File: src/rtl/seq_draw_ctrl_pkg.sv
// Shared types and constants for the glyph-drawing sequencer: FSM states,
// cursor operations, scan codes, background colour and default geometry.
package seq_draw_pkg;

    typedef enum logic [2:0] {
        ST_IDLE,
        ST_BACK,
        ST_CLEAR,
        ST_LOAD,
        ST_DRAW,
        ST_DRAIN,
        ST_DONE
    } state_t;

    typedef enum logic [2:0] {
        CUR_HOLD,
        CUR_LOAD,
        CUR_ADVANCE,
        CUR_NEWLINE,
        CUR_BACK
    } cur_op_t;

    localparam logic [7:0] SC_ENTER  = 8'h5A;
    localparam logic [7:0] SC_BKSP   = 8'h66;
    localparam logic [7:0] SC_BLANK  = 8'h00;
    localparam logic [5:0] COLOUR_BG = 6'b111111;

    localparam int DEF_X_ORIGIN   = 4;
    localparam int DEF_Y_ORIGIN   = 4;
    localparam int DEF_CHAR_PITCH = 24;
    localparam int DEF_LINE_PITCH = 24;
    localparam int DEF_X_LIMIT    = 296;
    localparam int DEF_Y_LIMIT    = 212;
    localparam int DEF_PLOT_LAT   = 1;
    localparam int DEF_PIXELS     = 25;

endpackage

File: src/rtl/seq_draw_ctrl_cursor_tracker.sv
// Text cursor register: load, advance with line/screen wrap, newline and
// saturating backspace. All wrap arithmetic is done at 10 bits.
module cursor_tracker
    import seq_draw_pkg::*;
#(
    parameter int X_ORIGIN   = DEF_X_ORIGIN,
    parameter int Y_ORIGIN   = DEF_Y_ORIGIN,
    parameter int CHAR_PITCH = DEF_CHAR_PITCH,
    parameter int LINE_PITCH = DEF_LINE_PITCH,
    parameter int X_LIMIT    = DEF_X_LIMIT,
    parameter int Y_LIMIT    = DEF_Y_LIMIT
) (
    input  logic       clk,
    input  logic       rst,
    input  cur_op_t    i_op,
    input  logic [8:0] i_ld_x,
    input  logic [8:0] i_ld_y,
    output logic [8:0] o_x,
    output logic [8:0] o_y
);

    logic [8:0] r_x, r_y;
    logic [9:0] w_nx, w_ny;
    logic [8:0] w_adv_y;

    assign w_nx    = {1'b0, r_x} + 10'(CHAR_PITCH);
    assign w_ny    = {1'b0, r_y} + 10'(LINE_PITCH);
    assign w_adv_y = (w_ny > 10'(Y_LIMIT)) ? 9'(Y_ORIGIN) : w_ny[8:0];

    // NOTE: sequential state uses non-blocking assignments so every register
    // samples pre-edge values regardless of statement order.
    always_ff @(posedge clk) begin
        if (rst) begin
            r_x <= 9'(X_ORIGIN);
            r_y <= 9'(Y_ORIGIN);
        end else begin
            case (i_op)
                CUR_LOAD: begin
                    r_x <= i_ld_x;
                    r_y <= i_ld_y;
                end
                CUR_ADVANCE: begin
                    if (w_nx > 10'(X_LIMIT)) begin
                        r_x <= 9'(X_ORIGIN);
                        r_y <= w_adv_y;
                    end else begin
                        r_x <= w_nx[8:0];
                    end
                end
                CUR_NEWLINE: begin
                    r_x <= 9'(X_ORIGIN);
                    r_y <= w_adv_y;
                end
                CUR_BACK: begin
                    // Backspace stops at the first column rather than underflowing.
                    if ({1'b0, r_x} >= 10'(X_ORIGIN + CHAR_PITCH))
                        r_x <= r_x - 9'(CHAR_PITCH);
                end
                default: ;
            endcase
        end
    end

    assign o_x = r_x;
    assign o_y = r_y;

endmodule

File: src/rtl/seq_draw_ctrl.sv
// Glyph-drawing sequencer: accepts scan codes, steps the pixel datapath and
// tracks the cursor. Optional macro SEQ_DRAW_TRANSPARENT_EN skips background pixels.
module seq_draw_ctrl
    import seq_draw_pkg::*;
#(
    parameter int X_ORIGIN   = DEF_X_ORIGIN,
    parameter int Y_ORIGIN   = DEF_Y_ORIGIN,
    parameter int CHAR_PITCH = DEF_CHAR_PITCH,
    parameter int LINE_PITCH = DEF_LINE_PITCH,
    parameter int X_LIMIT    = DEF_X_LIMIT,
    parameter int Y_LIMIT    = DEF_Y_LIMIT,
    parameter int PLOT_LAT   = DEF_PLOT_LAT,
    parameter int PIXELS     = DEF_PIXELS
) (
    input  logic       clk,
    input  logic       rst,
    input  logic       req_valid,
    output logic       req_ready,
    input  logic [7:0] req_code,
    input  logic       cursor_ld,
    input  logic [8:0] cursor_x,
    input  logic [8:0] cursor_y,
    input  logic [5:0] colour_in,
    output logic [7:0] address,
    output logic       ld_colour,
    output logic       next_colour,
    output logic       ld_value,
    output logic       reset_counter,
    output logic       enable_counter,
    output logic [8:0] x_input,
    output logic [8:0] y_input,
    output logic       plot,
    output logic       busy,
    output logic       done
);

    localparam int CNT_W = $clog2(PIXELS + PLOT_LAT + 1);

    state_t              r_state;
    logic [CNT_W-1:0]    r_pix_cnt;
    logic [7:0]          r_address;
    logic                r_newline, r_erase;
    logic                r_ld_colour, r_next_colour, r_ld_value;
    logic                r_reset_counter, r_enable_counter, r_done;
    logic [PLOT_LAT-1:0] r_plot_pipe;
    cur_op_t             w_cur_op;
    logic                w_handshake;

    assign req_ready   = (r_state == ST_IDLE) && !cursor_ld;
    assign w_handshake = req_valid && req_ready;

    // NOTE: every always_comb output gets a default first so no latch is inferred.
    always_comb begin
        w_cur_op = CUR_HOLD;
        case (r_state)
            ST_IDLE: if (cursor_ld) w_cur_op = CUR_LOAD;
            ST_BACK: w_cur_op = CUR_BACK;
            ST_DONE: begin
                if (r_newline)     w_cur_op = CUR_NEWLINE;
                else if (!r_erase) w_cur_op = CUR_ADVANCE;
            end
            default: ;
        endcase
    end

    cursor_tracker #(
        .X_ORIGIN  (X_ORIGIN),
        .Y_ORIGIN  (Y_ORIGIN),
        .CHAR_PITCH(CHAR_PITCH),
        .LINE_PITCH(LINE_PITCH),
        .X_LIMIT   (X_LIMIT),
        .Y_LIMIT   (Y_LIMIT)
    ) u_cursor (
        .clk   (clk),
        .rst   (rst),
        .i_op  (w_cur_op),
        .i_ld_x(cursor_x),
        .i_ld_y(cursor_y),
        .o_x   (x_input),
        .o_y   (y_input)
    );

    // Strobes are registered alongside the state, so each strobe is high
    // exactly during the cycles its state is resident.
    always_ff @(posedge clk) begin
        if (rst) begin
            r_state          <= ST_IDLE;
            r_pix_cnt        <= '0;
            r_address        <= SC_BLANK;
            r_newline        <= 1'b0;
            r_erase          <= 1'b0;
            r_ld_colour      <= 1'b0;
            r_next_colour    <= 1'b0;
            r_ld_value       <= 1'b0;
            r_reset_counter  <= 1'b0;
            r_enable_counter <= 1'b0;
            r_done           <= 1'b0;
        end else begin
            r_ld_colour     <= 1'b0;
            r_ld_value      <= 1'b0;
            r_reset_counter <= 1'b0;
            r_done          <= 1'b0;
            case (r_state)
                ST_IDLE: begin
                    if (w_handshake) begin
                        r_address <= req_code;
                        r_newline <= 1'b0;
                        r_erase   <= 1'b0;
                        if (req_code == SC_ENTER) begin
                            r_newline <= 1'b1;
                            r_done    <= 1'b1;
                            r_state   <= ST_DONE;
                        end else if (req_code == SC_BKSP) begin
                            r_address <= SC_BLANK;
                            r_erase   <= 1'b1;
                            r_state   <= ST_BACK;
                        end else begin
                            r_reset_counter <= 1'b1;
                            r_state         <= ST_CLEAR;
                        end
                    end
                end
                ST_BACK: begin
                    r_reset_counter <= 1'b1;
                    r_state         <= ST_CLEAR;
                end
                ST_CLEAR: begin
                    r_ld_value  <= 1'b1;
                    r_ld_colour <= 1'b1;
                    r_state     <= ST_LOAD;
                end
                ST_LOAD: begin
                    r_pix_cnt        <= '0;
                    r_enable_counter <= 1'b1;
                    r_next_colour    <= 1'b1;
                    r_state          <= ST_DRAW;
                end
                ST_DRAW: begin
                    if (r_pix_cnt == CNT_W'(PIXELS - 1)) begin
                        r_pix_cnt        <= '0;
                        r_enable_counter <= 1'b0;
                        r_next_colour    <= 1'b0;
                        r_state          <= ST_DRAIN;
                    end else begin
                        r_pix_cnt <= r_pix_cnt + 1'b1;
                    end
                end
                ST_DRAIN: begin
                    if (r_pix_cnt == CNT_W'(PLOT_LAT - 1)) begin
                        r_done  <= 1'b1;
                        r_state <= ST_DONE;
                    end else begin
                        r_pix_cnt <= r_pix_cnt + 1'b1;
                    end
                end
                ST_DONE: begin
                    r_state <= ST_IDLE;
                end
                default: r_state <= ST_IDLE;
            endcase
        end
    end

    // plot tracks enable_counter through the datapath's output latency.
    always_ff @(posedge clk) begin
        if (rst) begin
            r_plot_pipe <= '0;
        end else begin
            r_plot_pipe[0] <= r_enable_counter;
            for (int i = 1; i < PLOT_LAT; i++)
                r_plot_pipe[i] <= r_plot_pipe[i-1];
        end
    end

`ifdef SEQ_DRAW_TRANSPARENT_EN
    assign plot = r_plot_pipe[PLOT_LAT-1] && (r_erase || (colour_in != COLOUR_BG));
`else
    logic w_unused_colour;
    assign w_unused_colour = ^colour_in;
    assign plot            = r_plot_pipe[PLOT_LAT-1];
`endif

    assign address        = r_address;
    assign ld_colour      = r_ld_colour;
    assign next_colour    = r_next_colour;
    assign ld_value       = r_ld_value;
    assign reset_counter  = r_reset_counter;
    assign enable_counter = r_enable_counter;
    assign busy           = (r_state != ST_IDLE);
    assign done           = r_done;

endmodule

File: config.mk
export PLATFORM = sky130hd
export DESIGN_NAME = seq_draw_ctrl
export DESIGN_NICKNAME = d
export VERILOG_FILES = /design/src/rtl/seq_draw_ctrl_pkg.sv /design/src/rtl/seq_draw_ctrl_cursor_tracker.sv /design/src/rtl/seq_draw_ctrl.sv
export SDC_FILE = /design/constraint.sdc
export NUM_CORES = 1
export LEC_CHECK = 0
export BUFFER_PORTS_ARGS = -buffer_cell sky130_fd_sc_hd__buf_2
export CAP_MARGIN = 20
export CORE_MARGIN = 5
export CORE_UTILIZATION = 55
export CTS_BUF_LIST = sky130_fd_sc_hd__clkbuf_8
export CTS_CLUSTER_DIAMETER = 60
export DETAILED_ROUTE_END_ITERATION = 10
export PLACE_DENSITY_LB_ADDON = 0.05
export RECOVER_POWER = 100
export SYNTH_ARGS = -nofsm -noshare
export SYNTH_HDL_FRONTEND = slang
export SYNTH_HIERARCHICAL = 1
export SYNTH_SLANG_ARGS = --single-unit
File: constraint.sdc
create_clock -name clk -period 4.7 [get_ports clk]
set_clock_uncertainty 0.2 [all_clocks]
set_input_delay 0.235 -clock clk [delete_from_list [all_inputs] [get_ports clk]]
set_output_delay 0.235 -clock clk [all_outputs]
set_load 0.03 [all_outputs]
# [Word-level counts from Yosys, hierarchy flattened]
# Index checks and enable logic that the tools add are counted.
[word_totals] n_memories=0 regBits=41 mem_bits_ro=0 ramBits=0 wordCells=88 latch_bits=0 out_inout_bits=35
[op_classes] bitwise_logic=0 multipliers=0 mux=34 order_cmp=3 n_reduce_logical=16 shifts=0 n_eq_ne=19 addsub=4 div=0
[op_table] op="9-bit two-way mux" n=4
[op_table] op="9-bit case mux with 4 select lines" n=1
[op_table] op="9-bit case mux with 3 select lines" n=1
[op_table] op="9-bit by 5-bit adder with 10-bit output, second input constant" n=2
[op_table] op="3-bit case mux with 6 select lines" n=1
[op_table] op="8-bit by 7-bit == test with 1-bit output, second input constant" n=2
[op_table] op="8-bit two-way mux" n=2
[op_table] op="5-bit case mux with 3 select lines" n=1
[op_table] op="3-bit by 2-bit == test with 1-bit output, second input constant" n=4
[op_table] op="3-bit == test, second input constant" n=4
[op_table] op="3-bit two-way mux" n=4
[op_table] op="1-bit two-way mux" n=11
[op_table] op="10-bit by 8-bit greater-than comparator with 1-bit output, second input constant" n=1
[op_table] op="10-bit by 9-bit greater-than comparator with 1-bit output, second input constant" n=1
[op_table] op="5-bit two-way mux" n=2
[op_table] op="2-bit AND reduction" n=5
[op_table] op="9-bit by 5-bit greater-or-equal comparator with 1-bit output, second input constant" n=1
[op_table] op="3-bit case mux with 3 select lines" n=1
[op_table] op="3-bit nonzero test" n=3
[op_table] op="9-bit by 5-bit subtractor with 9-bit output, second input constant" n=1
[op_table] op="2-bit inequality test, second input constant" n=4
[op_table] op="3-bit by 1-bit == test with 1-bit output, second input constant" n=2
[op_table] op="2-bit two-way mux" n=3
[op_table] op="1-bit case mux with 2 select lines" n=3
[op_table] op="10 further kinds" n=12

# [Logic depth before layout (Yosys ltp)]
# Gate-level depths: netlist of the first run.
[logic_depth] ltp_word=6 mapped_depth=11 depth_no_buf=9

# [By module]
# The synthesis of the first run kept the hierarchy.
[modules_own_cells] module="cursor_tracker" seq_area_each_um2=360.3 n_inst=1 area_per_inst_um2=1445.1 cells_per_inst=180
[modules_own_cells] module="seq_draw_ctrl" seq_area_each_um2=460.4 n_inst=1 area_per_inst_um2=1152.4 cells_per_inst=135

# [Worst setup path before layout of the first run]
# Ideal clock, no wire load.
[synth_path] path_type="register to register" startpoint="reg u_cursor.r_x[3], in the netlist u_cursor/o_x[3]" endpoint="reg u_cursor.r_y[0], in the netlist u_cursor/o_y[0]" period_less_slack_ps=2574 path_buffers=1 setup_slack_ps=2126 stages_incl_launch_ff=10 arrival_ps=2303 required_ps=4429 cell_sequence="dfxtp_1 > inv_1 > ha_1 > or4b_1 > o211ai_2 > o2111ai_2 > nand3_4 > buf_6 > o21ai_0 > a21oi_1"
[synth_via] elab_chain_len=4
[synth_rtl] element="start: declaration" line="seq_draw_ctrl_cursor_tracker.sv:22" text="logic [8:0] r_x, r_y;"
[synth_rtl] element="start signal: assignment" line="seq_draw_ctrl_cursor_tracker.sv:34" text="r_x <= 9'(X_ORIGIN);"
[synth_rtl] element="start signal: assignment" line="seq_draw_ctrl_cursor_tracker.sv:39" text="r_x <= i_ld_x;"
[synth_rtl] element="start signal: assignment" line="seq_draw_ctrl_cursor_tracker.sv:44" text="r_x <= 9'(X_ORIGIN);"
[synth_rtl] element="9-bit by 5-bit adder with 10-bit output" line="seq_draw_ctrl_cursor_tracker.sv:26" text="assign w_nx = {1'b0, r_x} + 10'(CHAR_PITCH);"
[synth_rtl] element="10-bit by 9-bit greater-than comparator with 1-bit output" line="seq_draw_ctrl_cursor_tracker.sv:43" text="if (w_nx > 10'(X_LIMIT)) begin"
[synth_rtl] element="2-bit by 1-bit inequality test with 1-bit output (no line)"
[synth_rtl] element="2-bit AND reduction (no line)"
[synth_rtl] element="end signal: assignment" line="seq_draw_ctrl_cursor_tracker.sv:35" text="r_y <= 9'(Y_ORIGIN);"
[synth_rtl] element="end signal: assignment" line="seq_draw_ctrl_cursor_tracker.sv:40" text="r_y <= i_ld_y;"
[synth_rtl] element="end signal: assignment" line="seq_draw_ctrl_cursor_tracker.sv:45" text="r_y <= w_adv_y;"
[synth_rtl] element="end: declaration" line="seq_draw_ctrl_cursor_tracker.sv:22"
# No other way between the ends.
# A chain may end at the register's enable or synchronous reset.

# [Worst setup path in the final report of the first run]
[layout_path] startpoint="reg r_state[1]" endpoint="reg u_cursor.r_y[1], in the netlist u_cursor/o_y[1]"
[layout_via] elab_chain_len=5 elab_cells_between_ends=11 classes_between="eq/ne (6); mux (2); reduce/logical (3)"
[layout_rtl] element="start: declaration" line="seq_draw_ctrl.sv:39" text="state_t r_state;"
[layout_rtl] element="start signal: assignment" line="seq_draw_ctrl.sv:87" text="r_state <= ST_IDLE;"
[layout_rtl] element="start signal: assignment" line="seq_draw_ctrl.sv:112" text="r_state <= ST_DONE;"
[layout_rtl] element="start signal: assignment" line="seq_draw_ctrl.sv:116" text="r_state <= ST_BACK;"
[layout_rtl] element="3-bit == test (tied with other cells)" line="seq_draw_ctrl.sv:55" text="case (r_state)"
[layout_rtl] element="3-bit case mux with 3 select lines *" line="seq_draw_ctrl.sv:55"
[layout_rtl] element="named net w_cur_op[1]" line="seq_draw_ctrl.sv:46" text="cur_op_t w_cur_op;"
[layout_rtl] element="3-bit by 2-bit == test with 1-bit output or 3-bit by 1-bit == test with 1-bit output (tied branches)" line="seq_draw_ctrl_cursor_tracker.sv:37" text="case (i_op)"
[layout_rtl] element="2-bit by 1-bit inequality test with 1-bit output (no line) or 3-bit nonzero test (tied branches)"
[layout_rtl] element="2-bit AND reduction (no line)"
# The timed path passes the listed nets; every way through them passes the cells marked *.

==> results of run 1 <==
## sequential cells by signal (all words and copies together) (netlist names)
name and count:
u_cursor/o_y 9, done 1, r_erase 1, plot 1
r_pix_cnt 5, enable_counter 1, address 8, r_state 3
ld_value 1, u_cursor/o_x 9, r_newline 1, reset_counter 1
## cell families after synthesis
kind of cell / Yosys count
buffers and inverters: 34
and+or+nand+nor: 129
AOI/OAI and AO/OA: 97
xor gates and xnor gates: 9
DFF: 41
adders and majority gates: 5
## area by class of cell
class                      instances  area share [%]
clock inverter                     3            1.49
timing repair buffer              72            12.1
clock buffer                       5            2.35
inverter                          13            1.66
sequential                        41            28.0
tap                               54            2.30
multi-input combinational        240            52.1
## placed cells by master (no fill, tap or decap), types with 4 or more instances in the layout
cell and instances:
sky130_fd_sc_hd__xor2_1 5, sky130_fd_sc_hd__nand3_1 16, sky130_fd_sc_hd__a211oi_1 4, sky130_fd_sc_hd__nand3b_1 4, sky130_fd_sc_hd__clkbuf_1 35, sky130_fd_sc_hd__o21ai_0 17
sky130_fd_sc_hd__inv_1 12, sky130_fd_sc_hd__dfxtp_1 41, sky130_fd_sc_hd__nand2_1 36, sky130_fd_sc_hd__dlygate4sd3_1 7, sky130_fd_sc_hd__buf_2 29, sky130_fd_sc_hd__nor2_1 23
sky130_fd_sc_hd__a21oi_1 34, sky130_fd_sc_hd__o2111ai_1 4, sky130_fd_sc_hd__nand2b_1 6, sky130_fd_sc_hd__clkbuf_8 5, sky130_fd_sc_hd__nor3_1 5, sky130_fd_sc_hd__xnor2_1 4
sky130_fd_sc_hd__ha_1 5, sky130_fd_sc_hd__a31oi_1 8, sky130_fd_sc_hd__nor4b_1 6
## final timing paths
path / endpoint / slack, ns / startpoint
hold reg to reg: address[1]$_SDFFE_PP0P_ / 0.26 / address[1]$_SDFFE_PP0P_
hold / removal: u_cursor/o_x[2]$_SDFFE_PP1P_ / 0.007 / cursor_x[2]
setup / recovery: u_cursor/o_y[1]$_SDFFE_PP0P_ / 1.40 / r_state[1]$_SDFFE_PP0P_
setup reg to reg: u_cursor/o_y[1]$_SDFFE_PP0P_ / 1.40 / r_state[1]$_SDFFE_PP0P_
## synth_stat cells, types with 4 or more instances
master	number	area share, %
sky130_fd_sc_hd__dfxtp_1	41	32
sky130_fd_sc_hd__nand2_1	36	5.2
sky130_fd_sc_hd__a21oi_1	34	6.6
sky130_fd_sc_hd__nor2_1	23	3.3
sky130_fd_sc_hd__nand3_1	15	2.9
sky130_fd_sc_hd__o21ai_0	15	2.9
sky130_fd_sc_hd__inv_1	12	1.7
sky130_fd_sc_hd__a31oi_1	8	1.9
sky130_fd_sc_hd__buf_6	7	3.0
sky130_fd_sc_hd__nand2b_1	6	1.4
sky130_fd_sc_hd__buf_2	5	0.96
sky130_fd_sc_hd__ha_1	5	2.4
sky130_fd_sc_hd__nor4b_1	5	1.7
sky130_fd_sc_hd__xor2_1	5	1.7
sky130_fd_sc_hd__a211oi_1	4	1.2
sky130_fd_sc_hd__nand3b_1	4	1.2
sky130_fd_sc_hd__nor3_1	4	0.77
sky130_fd_sc_hd__o2111ai_1	4	1.3
sky130_fd_sc_hd__xnor2_1	4	1.3
## stage by stage
| stage | hold WS, ns | instance area, um^2 |
|---|---|---|
| floorplan | 0.115 | 2600 |
| global route | 0.0207 | 2930 |
| CTS | 0.000772 | 3000 |
| finish | 0.00747 | 2930 |
| detailed placement | 0.244 | 2820 |
| global placement | 0.241 | 2820 |
## per-layer routing
layer	GRT usage (%)	part of all wire (%)	vias to the layer above
met1	26.5	44	1165
met2	36.1	49	63
met3	3.51	5.4	10
li1	-	-	1275
met5	0	0	-
met4	8.04	1.5	0
## tightest hold or removal path: stages
cell and delay (ns):
sky130_fd_sc_hd__buf_2 0.08, sky130_fd_sc_hd__nor4b_1 0.04, sky130_fd_sc_hd__o21bai_1 0.11
## report_power, final
| part | internal [uW] | switching [uW] |
|---|---|---|
| clock | 159 | 130 |
| combinational | 86.9 | 155 |
| sequential | 371 | 39.3 |
| total | 618 | 325 |
## repair_timing
item / CTS / global route
endpoints found under the hold margin: 7 / 0
buffers inserted: 0 / 0
hold buffers: 7 / 0
==> impl_metrics.yaml, run 1 <==
clocking:
  worst_setup_hold_path_clk_slew_ns: 0.09
  post_cts_resize_count: 0
  cts-root-to-sink-buffers: 2
  clock_insertion_delay_worst_skew_ns: 0.30
  h_tree_level_count: 2
  clock-root-buffer: "sky130_fd_sc_hd__clkbuf_8"
  clock_sink_count: 41
  inserted_clock_buffers: 5
  tritoncts: "built"
global_routing:
  grt_start_max_net_pins: 45
  grt-ovfl-total: 0
  first_global_vias: 2315
  grt_use_total_pct: 21.1
  grt_first_pass_wirelength_um: 10600
  antenna_found_initial: 0
power_and_ir_drop:
  cellPowerDensity_mw_per_mm2: 321
  leakagePower_uw: 0.00109
  report.power.total_uw: 942
  ir_worst_vdd_uv: 159
floorplanning:
  fp.dieW_um: 78.7
  fp.coreArea_mm2: 0.00466
  io_pins: 71
  floorplan.initialDensity_pct: 55.7
  num_rows: 25
  floorplan.die.height_um: 78.7
  die-area_mm2: 0.00620
timing:
  fin_setup_tns_ns: 0
  final-max-slew-violation-count: 45
  max-slew-margin-rel_pct: -27.9
  timing.final.ws_setup_ns: 1.40
  finalHoldViolCount: 0
  min_period_over_period_pct: 70.2
  worst-slew-pin-transition_ns: 1.92
  report.final.setup_viol: 0
  period_minus_slack_ns: 3.30
  clock.fmax_mhz: 303
  grt_setup_unrepaired: "no"
placed_design:
  place_congestion: 0.869
  hpwl_dp_um: 4320
  place.detailed.instances: 413
  portBuffers: 64
  pre_cts_worst_setup_slack_ns: 1.71
worst_setup_path:
  r2r_worst_path_depth: 7
  cp_slowest_cell: "sky130_fd_sc_hd__dfxtp_1"
  critical_path.startpoint_type: "flip-flop"
  worstPathBufferInverterCount: 0
  worst_path_dominant_cell_family: "simple AND/OR/NAND/NOR gates"
  data_required_time_at_the_worst_endpoint_ns: 4.70
  end_kind: "flip-flop"
  max_fanout_on_critical_path: 19
  critPathArrivalTime_ns: 3.30
  critical_path_depth: 7
  crit_path_cell_trace: "nand3b_1 > a21oi_1 > nor2_1 > nor2_1 > nand3_1 > or3b_1 > a21oi_1"
  timing_worst_setup_path_type: "reg -> reg"
  slowest_delay_ns: 0.59
detailed_routing:
  drc: 0
  avgViaCountPerCell: 5.87
  drtAntennaViolNets: 0
  detail_route.iter0.violations: 139
  wire_per_inst_um: 14.6
  drtPass1Iterations: 4
  drt-total-wl_um: 6270
  via_count: 2513
final_layout:
  fillerInstances: 445
  multi_input_comb_area_mm2: 0.00153
  area_delta_synth_final_pct: 12.9
  n_antenna_cell: 0
  layout.nets: 414
  seqCellArea_um2: 821
  finish.cell_count_without_fillers: 428
  layout.core_utilization_pct: 62.9
  layout_cells_sized_above_1_pct: 14.7
logic_synthesis:
  yosys_warnings: 6
  synth_cells: 315
  ys_types: 71
  syn_area_per_cell_um2: 8.25
  syn-cell-area_mm2: 0.00260
  seq_area_frac_synth_pct: 31.6
  synth_top_family_by_area: "simple AND/OR/NAND/NOR gates"
  post_synth_and_or_nand_nor_area_fraction_pct: 29.1
  postSynthNetCount: 356
  synth-seq-cells: 41
  synth_adder_area_share_pct: 2.41
  synth_compound_area_share_pct: 25.2
  synth_edf_count: 0
  asyncSetResetFlopFracSynth_pct: 0
  yosys.area_share.xor_xnor_pct: 3.03
  ys_dominant_reg_cell: "sky130_fd_sc_hd__dfxtp_1"
  yosys-mux-area-fraction_pct: 0
run_status:
  outcome: "finished, violations left"
  failed_checks: "max-capacitance violations, max-slew violations"
job:
  timing.max_cap.violations: 1
worst_hold_path:
  hp-class: "in -> reg"
  holdPathStages: 3
(Power assumes the default switching activity.)
==> run 2: changes to the inputs <==
--- a/config.mk
+++ b/config.mk
@@ -8,7 +8,7 @@
 export BUFFER_PORTS_ARGS = -buffer_cell sky130_fd_sc_hd__buf_2
 export CAP_MARGIN = 20
 export CORE_MARGIN = 5
-export CORE_UTILIZATION = 55
+export CORE_UTILIZATION = 54
 export CTS_BUF_LIST = sky130_fd_sc_hd__clkbuf_8
 export CTS_CLUSTER_DIAMETER = 60
 export DETAILED_ROUTE_END_ITERATION = 10
==> constraint.sdc (replaced) <==
create_clock -name clk -period 3.3 [get_ports clk]
set_clock_uncertainty 0.2 [all_clocks]
set_input_delay 0.165 -clock clk [delete_from_list [all_inputs] [get_ports clk]]
set_output_delay 0.165 -clock clk [all_outputs]
set_load 0.03 [all_outputs]
==> impl_metrics.yaml, run 2 (same netlist as run 1, synthesis figures left out) <==
run_status:
  outcome: "finished, violations left"
  failed_checks: "max-capacitance violations, max-slew violations"
timing:
  clock.fmax_mhz: 353
  report.final.setup_viol: 0
  min_period_over_period_pct: 85.9
  grt_setup_unrepaired: "no"
  finalHoldViolCount: 0
  worst-slew-pin-transition_ns: 1.97
  timing.final.ws_setup_ns: 0.465
  final-max-slew-violation-count: 45
  fin_setup_tns_ns: 0
  max-slew-margin-rel_pct: -31.0
  period_minus_slack_ns: 2.84
worst_setup_path:
  end_kind: "flip-flop"
  timing.critical_path.mode_cell: "sky130_fd_sc_hd__nor2_1"
  cp_slowest_cell: "sky130_fd_sc_hd__dfxtp_1"
  max_fanout_on_critical_path: 14
  r2r_worst_path_depth: 8
  ff2ff_setup_slack_ns: 0.46
  reg2reg_to: "u_cursor/o_x[3]$_SDFFE_PP0P_"
  reg2reg_from: "r_state[1]$_SDFFE_PP0P_"
  slowest_delay_ns: 0.59
  critPathArrivalTime_ns: 2.83
  crit_path_to: "u_cursor/o_x[3]$_SDFFE_PP0P_"
  critical_path.startpoint_type: "flip-flop"
  timing_worst_setup_path_type: "reg -> reg"
  worstSetupStartpoint: "r_state[1]$_SDFFE_PP0P_"
  crit_path_cell_trace: "nor2_1 > nand2_1 > a21oi_1 > nor2_1 > and2_0 > a21o_1 > o21ai_0 > a221oi_2"
  data_required_time_at_the_worst_endpoint_ns: 3.29
clocking:
  worst_setup_hold_path_clk_slew_ns: 0.09
  h_tree_level_count: 2
  clock_sink_count: 41
  tritoncts: "built"
  clock-root-buffer: "sky130_fd_sc_hd__clkbuf_8"
  cts-root-to-sink-buffers: 2
  inserted_clock_buffers: 5
  clock_insertion_delay_worst_skew_ns: 0.29
  postCtsSetupRepairBufs: 0
final_layout:
  layout.nets: 420
  fillerInstances: 463
  layout_cells_sized_above_1_pct: 14.5
  layout.core_utilization_pct: 63.8
  area_delta_synth_final_pct: 15.3
  layout_commonest_cell: "sky130_fd_sc_hd__dfxtp_1"
  n_antenna_cell: 0
  final_cell_mix: "sky130_fd_sc_hd__dfxtp_1, sky130_fd_sc_hd__nand2_1, sky130_fd_sc_hd__clkbuf_1, sky130_fd_sc_hd__a21oi_1, sky130_fd_sc_hd__buf_2"
global_routing:
  globalRouteMet3Util_pct: 3.17
  grt.met2_usage_pct: 34.3
  grt_first_pass_wirelength_um: 10300
  grt-ovfl-total: 0
  grt_start_max_net_pins: 45
  first_global_vias: 2254
  antenna_found_initial: 0
  use_met1_pct: 26.1
  grt-busiest-layer: "met2"
  grt_use_total_pct: 20.1
floorplanning:
  io_pins: 71
  fp.dieW_um: 79.4
  fp.coreArea_mm2: 0.00469
  floorplan.die.height_um: 79.4
  die-area_mm2: 0.00630
  floorplan.initialDensity_pct: 55.4
  num_rows: 25
detailed_routing:
  avgViaCountPerCell: 5.95
  drtPass1Iterations: 4
  detail_route.iter0.violations: 143
  drt-total-wl_um: 6420
  via_count: 2583
  wire_per_inst_um: 14.8
  drtAntennaViolNets: 0
  drc: 0
power_and_ir_drop:
  leakagePower_uw: 0.00111
  report.power.total_uw: 1350
  cellPowerDensity_mw_per_mm2: 451
  ir_worst_vdd_uv: 303
placed_design:
  hpwl_dp_um: 4310
  place_congestion: 0.832
  portBuffers: 64
  pre_cts_worst_setup_slack_ns: 0.630
worst_hold_path:
  hp-class: "in -> reg"
job:
  timing.max_cap.violations: 1
run 2: changes by cell type in the layout (fill, tap and decap cells not counted), sizes merged:
cell and change:
buf +1, clkinvlp +1, dlygate4sd3 +5, inv -1
run 2: final cells by class:
class / instances / area, um^2 / share of cell area [%]
inverter: 13 / 48.8 / 1.63
clock buffer: 5 / 68.8 / 2.30
tap: 54 / 67.6 / 2.26
timing repair buffer: 78 / 412 / 13.7
sequential: 41 / 821 / 27.4
clock inverter: 3 / 46.3 / 1.55
multi-input combinational: 240 / 1530 / 51.1
run 2: layer usage:
metal  wire, um  vias to the layer above
met2       3120                       68
li1           -                     1289
met3        296                        7
met1       2940                     1219
met5          0                        -
met4         65                        0
run 2: repair_timing:
action                                  4_1_cts  5_1_grt
endpoints found under the setup margin        0        0
hold buffers                                 12        0
endpoints found under the hold margin        12        0
resized for setup                             0        0
run 2: critical path: cells and delay by family, from the launching register on:
family	cells	cell delay [ns]
compound gates	4	0.99
simple gates	4	0.96
flops	1	0.59
run 2: worst min-delay path by stage:
stage                      startpoint                      endpoint  slack [ns]  depth (start not counted)
after detailed placement  cursor_y[2]  u_cursor/o_y[2]$_SDFFE_PP1P_        0.20                          2
after CTS                 cursor_y[5]  u_cursor/o_y[5]$_SDFFE_PP0P_       0.003                          4
final                     cursor_y[5]  u_cursor/o_y[5]$_SDFFE_PP0P_       0.009                          4
after floorplan                   rst           ld_value$_SDFF_PP0_        0.04                          1
after global placement    cursor_y[2]  u_cursor/o_y[2]$_SDFFE_PP1P_        0.20                          2
after global routing      cursor_y[1]  u_cursor/o_y[1]$_SDFFE_PP0P_        0.01                          3
run 2: power by group:
group,internal (uW),switching (uW)
Clock,227,189
Combinational,127,224
Sequential,529,54.9
Total,883,468
run 2: metrics by stage:
step | area [um^2] | hold WS [ns] | instances
6_report | 2990 | 0.00946 | 434
5_1_grt | 2990 | 0.0129 | 434
4_1_cts | 3060 | 0.00319 | 434
3_5_place_dp | 2830 | 0.202 | 414
3_3_place_gp | 2830 | 0.204 | 414
2_1_floorplan | 2600 | 0.0449 | 315
==> run 3: changes to the inputs <==
==> constraint.sdc (replaced) <==
create_clock -name clk -period 3.3 [get_ports clk]
set_clock_uncertainty 0.2 [all_clocks]
set_input_delay 0.66 -clock clk [delete_from_list [all_inputs] [get_ports clk]]
set_output_delay 0.66 -clock clk [all_outputs]
set_load 0.03 [all_outputs]
==> impl_metrics.yaml, run 3 (same netlist as run 1, synthesis figures left out) <==
worst_setup_path:
  ff2ff_setup_slack_ns: 0.55
  worst_path_dominant_cell_family: "compound AO/OA/AOI/OAI gates"
  critPathArrivalTime_ns: 2.74
  r2r_worst_path_depth: 8
  timing_worst_setup_path_type: "reg -> reg"
  reg2reg_to: "u_cursor/o_y[3]$_SDFFE_PP0P_"
  end_kind: "flip-flop"
  critical_path.startpoint_type: "flip-flop"
  max_fanout_on_critical_path: 19
  slowest_delay_ns: 0.52
  worstPathBufferInverterCount: 1
  cp_slowest_cell: "sky130_fd_sc_hd__dfxtp_1"
  crit_path_cell_trace: "inv_1 > ha_1 > or4b_1 > o211ai_1 > o2111ai_1 > nand3_4 > a221oi_1 > a211oi_1"
  reg2reg_from: "u_cursor/o_x[3]$_SDFFE_PP0P_"
  data_required_time_at_the_worst_endpoint_ns: 3.29
detailed_routing:
  detail_route.iter0.violations: 120
  drtPass1Iterations: 4
  avgViaCountPerCell: 5.79
  via_count: 2437
  drt-total-wl_um: 6170
  drc: 0
  wire_per_inst_um: 14.7
  drtAntennaViolNets: 0
run_status:
  failed_checks: "max-capacitance violations, max-slew violations"
  outcome: "finished, violations left"
floorplanning:
  fp.dieW_um: 79.4
  io_pins: 71
  floorplan.die.height_um: 79.4
  fp.coreArea_mm2: 0.00469
  die-area_mm2: 0.00630
  num_rows: 25
  floorplan.initialDensity_pct: 55.4
placed_design:
  portBuffers: 64
  hpwl_dp_um: 4290
  place_congestion: 0.876
timing:
  min_period_over_period_pct: 83.3
  grt_setup_unrepaired: "no"
  max-slew-margin-rel_pct: -31.1
  finalHoldViolCount: 0
  period_minus_slack_ns: 2.75
  final-max-slew-violation-count: 45
  worst-slew-pin-transition_ns: 1.97
  fin_setup_tns_ns: 0
  report.final.setup_viol: 0
  clock.fmax_mhz: 364
power_and_ir_drop:
  ir_worst_vdd_uv: 252
  leakagePower_uw: 0.00105
  cellPowerDensity_mw_per_mm2: 443
  report.power.total_uw: 1260
final_layout:
  layout_commonest_cell: "sky130_fd_sc_hd__dfxtp_1"
  layout.core_utilization_pct: 60.7
  layout_cells_sized_above_1_pct: 14.7
  layout.nets: 408
  n_antenna_cell: 0
  area_delta_synth_final_pct: 9.68
  final_cell_mix: "sky130_fd_sc_hd__dfxtp_1, sky130_fd_sc_hd__nand2_1, sky130_fd_sc_hd__clkbuf_1, sky130_fd_sc_hd__a21oi_1, sky130_fd_sc_hd__buf_2"
worst_hold_path:
  holdPathStages: 2
  hold_path.startpoint: "address[1]$_SDFFE_PP0P_"
  hp-class: "reg -> reg"
  whs_endpoint: "address[1]$_SDFFE_PP0P_"
clocking:
  post_cts_resize_count: 0
  clock_insertion_delay_worst_skew_ns: 0.29
  clock_sink_count: 41
  inserted_clock_buffers: 5
  worst_setup_hold_path_clk_slew_ns: 0.08
  postCtsSetupRepairBufs: 0
  cts_hold_buf: 0
  cts-root-to-sink-buffers: 2
  clock-root-buffer: "sky130_fd_sc_hd__clkbuf_8"
  tritoncts: "built"
  h_tree_level_count: 2
job:
  timing.max_cap.violations: 1
global_routing:
  grt_use_total_pct: 20.1
  antenna_found_initial: 0
  first_global_vias: 2216
  grt-ovfl-total: 0
  grt_start_max_net_pins: 45
  grt_first_pass_wirelength_um: 10400
[run 3: cell count changes in the layout (fill, tap and decap cells not counted), sizes merged]
| cell | before | now |
|---|---|---|
| bufinv | 1 | 0 |
| clkbuf | 40 | 41 |
| dlygate4sd3 | 12 | 0 |
| clkinv | 1 | 0 |
[run 3: metrics by stage]
| stage | cell area [um^2] | worst slack [ns] | hold WS (ns) | cells |
|---|---|---|---|---|
| floorplan | 2600 | 0.726 | 0.237 | 315 |
| global placement | 2830 | 0.577 | 0.236 | 414 |
| detailed placement | 2830 | 0.585 | 0.241 | 414 |
| CTS | 2920 | 0.655 | 0.252 | 421 |
| global route | 2850 | 0.318 | 0.281 | 421 |
| finish | 2850 | 0.550 | 0.251 | 421 |
[run 3: report_power, final]
| group | switching [uW] | leakage, uW | internal [uW] | total (uW) |
|---|---|---|---|---|
| sequential | 55.6 | 0.000335 | 529 | 585 |
| clock | 175 | 0.0000433 | 165 | 340 |
| combinational | 220 | 0.000671 | 118 | 338 |
| total | 450 | 0.00105 | 813 | 1260 |
[run 3: worst reg2reg max path, cell delays in order (launching register included)]
cell	delay, ns
sky130_fd_sc_hd__dfxtp_1	0.52
sky130_fd_sc_hd__inv_1	0.14
sky130_fd_sc_hd__ha_1	0.35
sky130_fd_sc_hd__or4b_1	0.45
sky130_fd_sc_hd__o211ai_1	0.17
sky130_fd_sc_hd__o2111ai_1	0.25
sky130_fd_sc_hd__nand3_4	0.25
sky130_fd_sc_hd__a221oi_1	0.09
sky130_fd_sc_hd__a211oi_1	0.22
[run 3: final cells by class]
type                    instances  area [um^2]
fillers                       472         1840
multi-input cells             240         1530
flip-flops and latches         41          821
repair buffers                 66          292
clock buffers                   6         82.6
well taps                      54         67.6
inverters                      13         48.8
clock inverters                 1         7.51
[run 3: layer usage]
layer	vias up	routed length [um]	global-route usage, %
met5	-	0	0
met4	0	51	5.84
met3	6	317	4.54
met2	63	3060	32.9
met1	1114	2750	26.4
li1	1254	-	-
[run 3: worst max path at each step]
stage	from	endpoint	slack [ns]	depth (start not counted)
global route	r_state[1]$_SDFFE_PP0P_	u_cursor/o_x[3]$_SDFFE_PP0P_	0.32	8
detailed placement	cursor_ld	u_cursor/o_x[3]$_SDFFE_PP0P_	0.59	8
global placement	cursor_ld	u_cursor/o_x[3]$_SDFFE_PP0P_	0.58	8
floorplan	u_cursor/o_x[3]$_SDFFE_PP0P_	u_cursor/o_y[0]$_SDFFE_PP0P_	0.73	9
finish	u_cursor/o_x[3]$_SDFFE_PP0P_	u_cursor/o_y[3]$_SDFFE_PP0P_	0.55	8
CTS	r_state[1]$_SDFFE_PP0P_	u_cursor/o_x[3]$_SDFFE_PP0P_	0.65	8
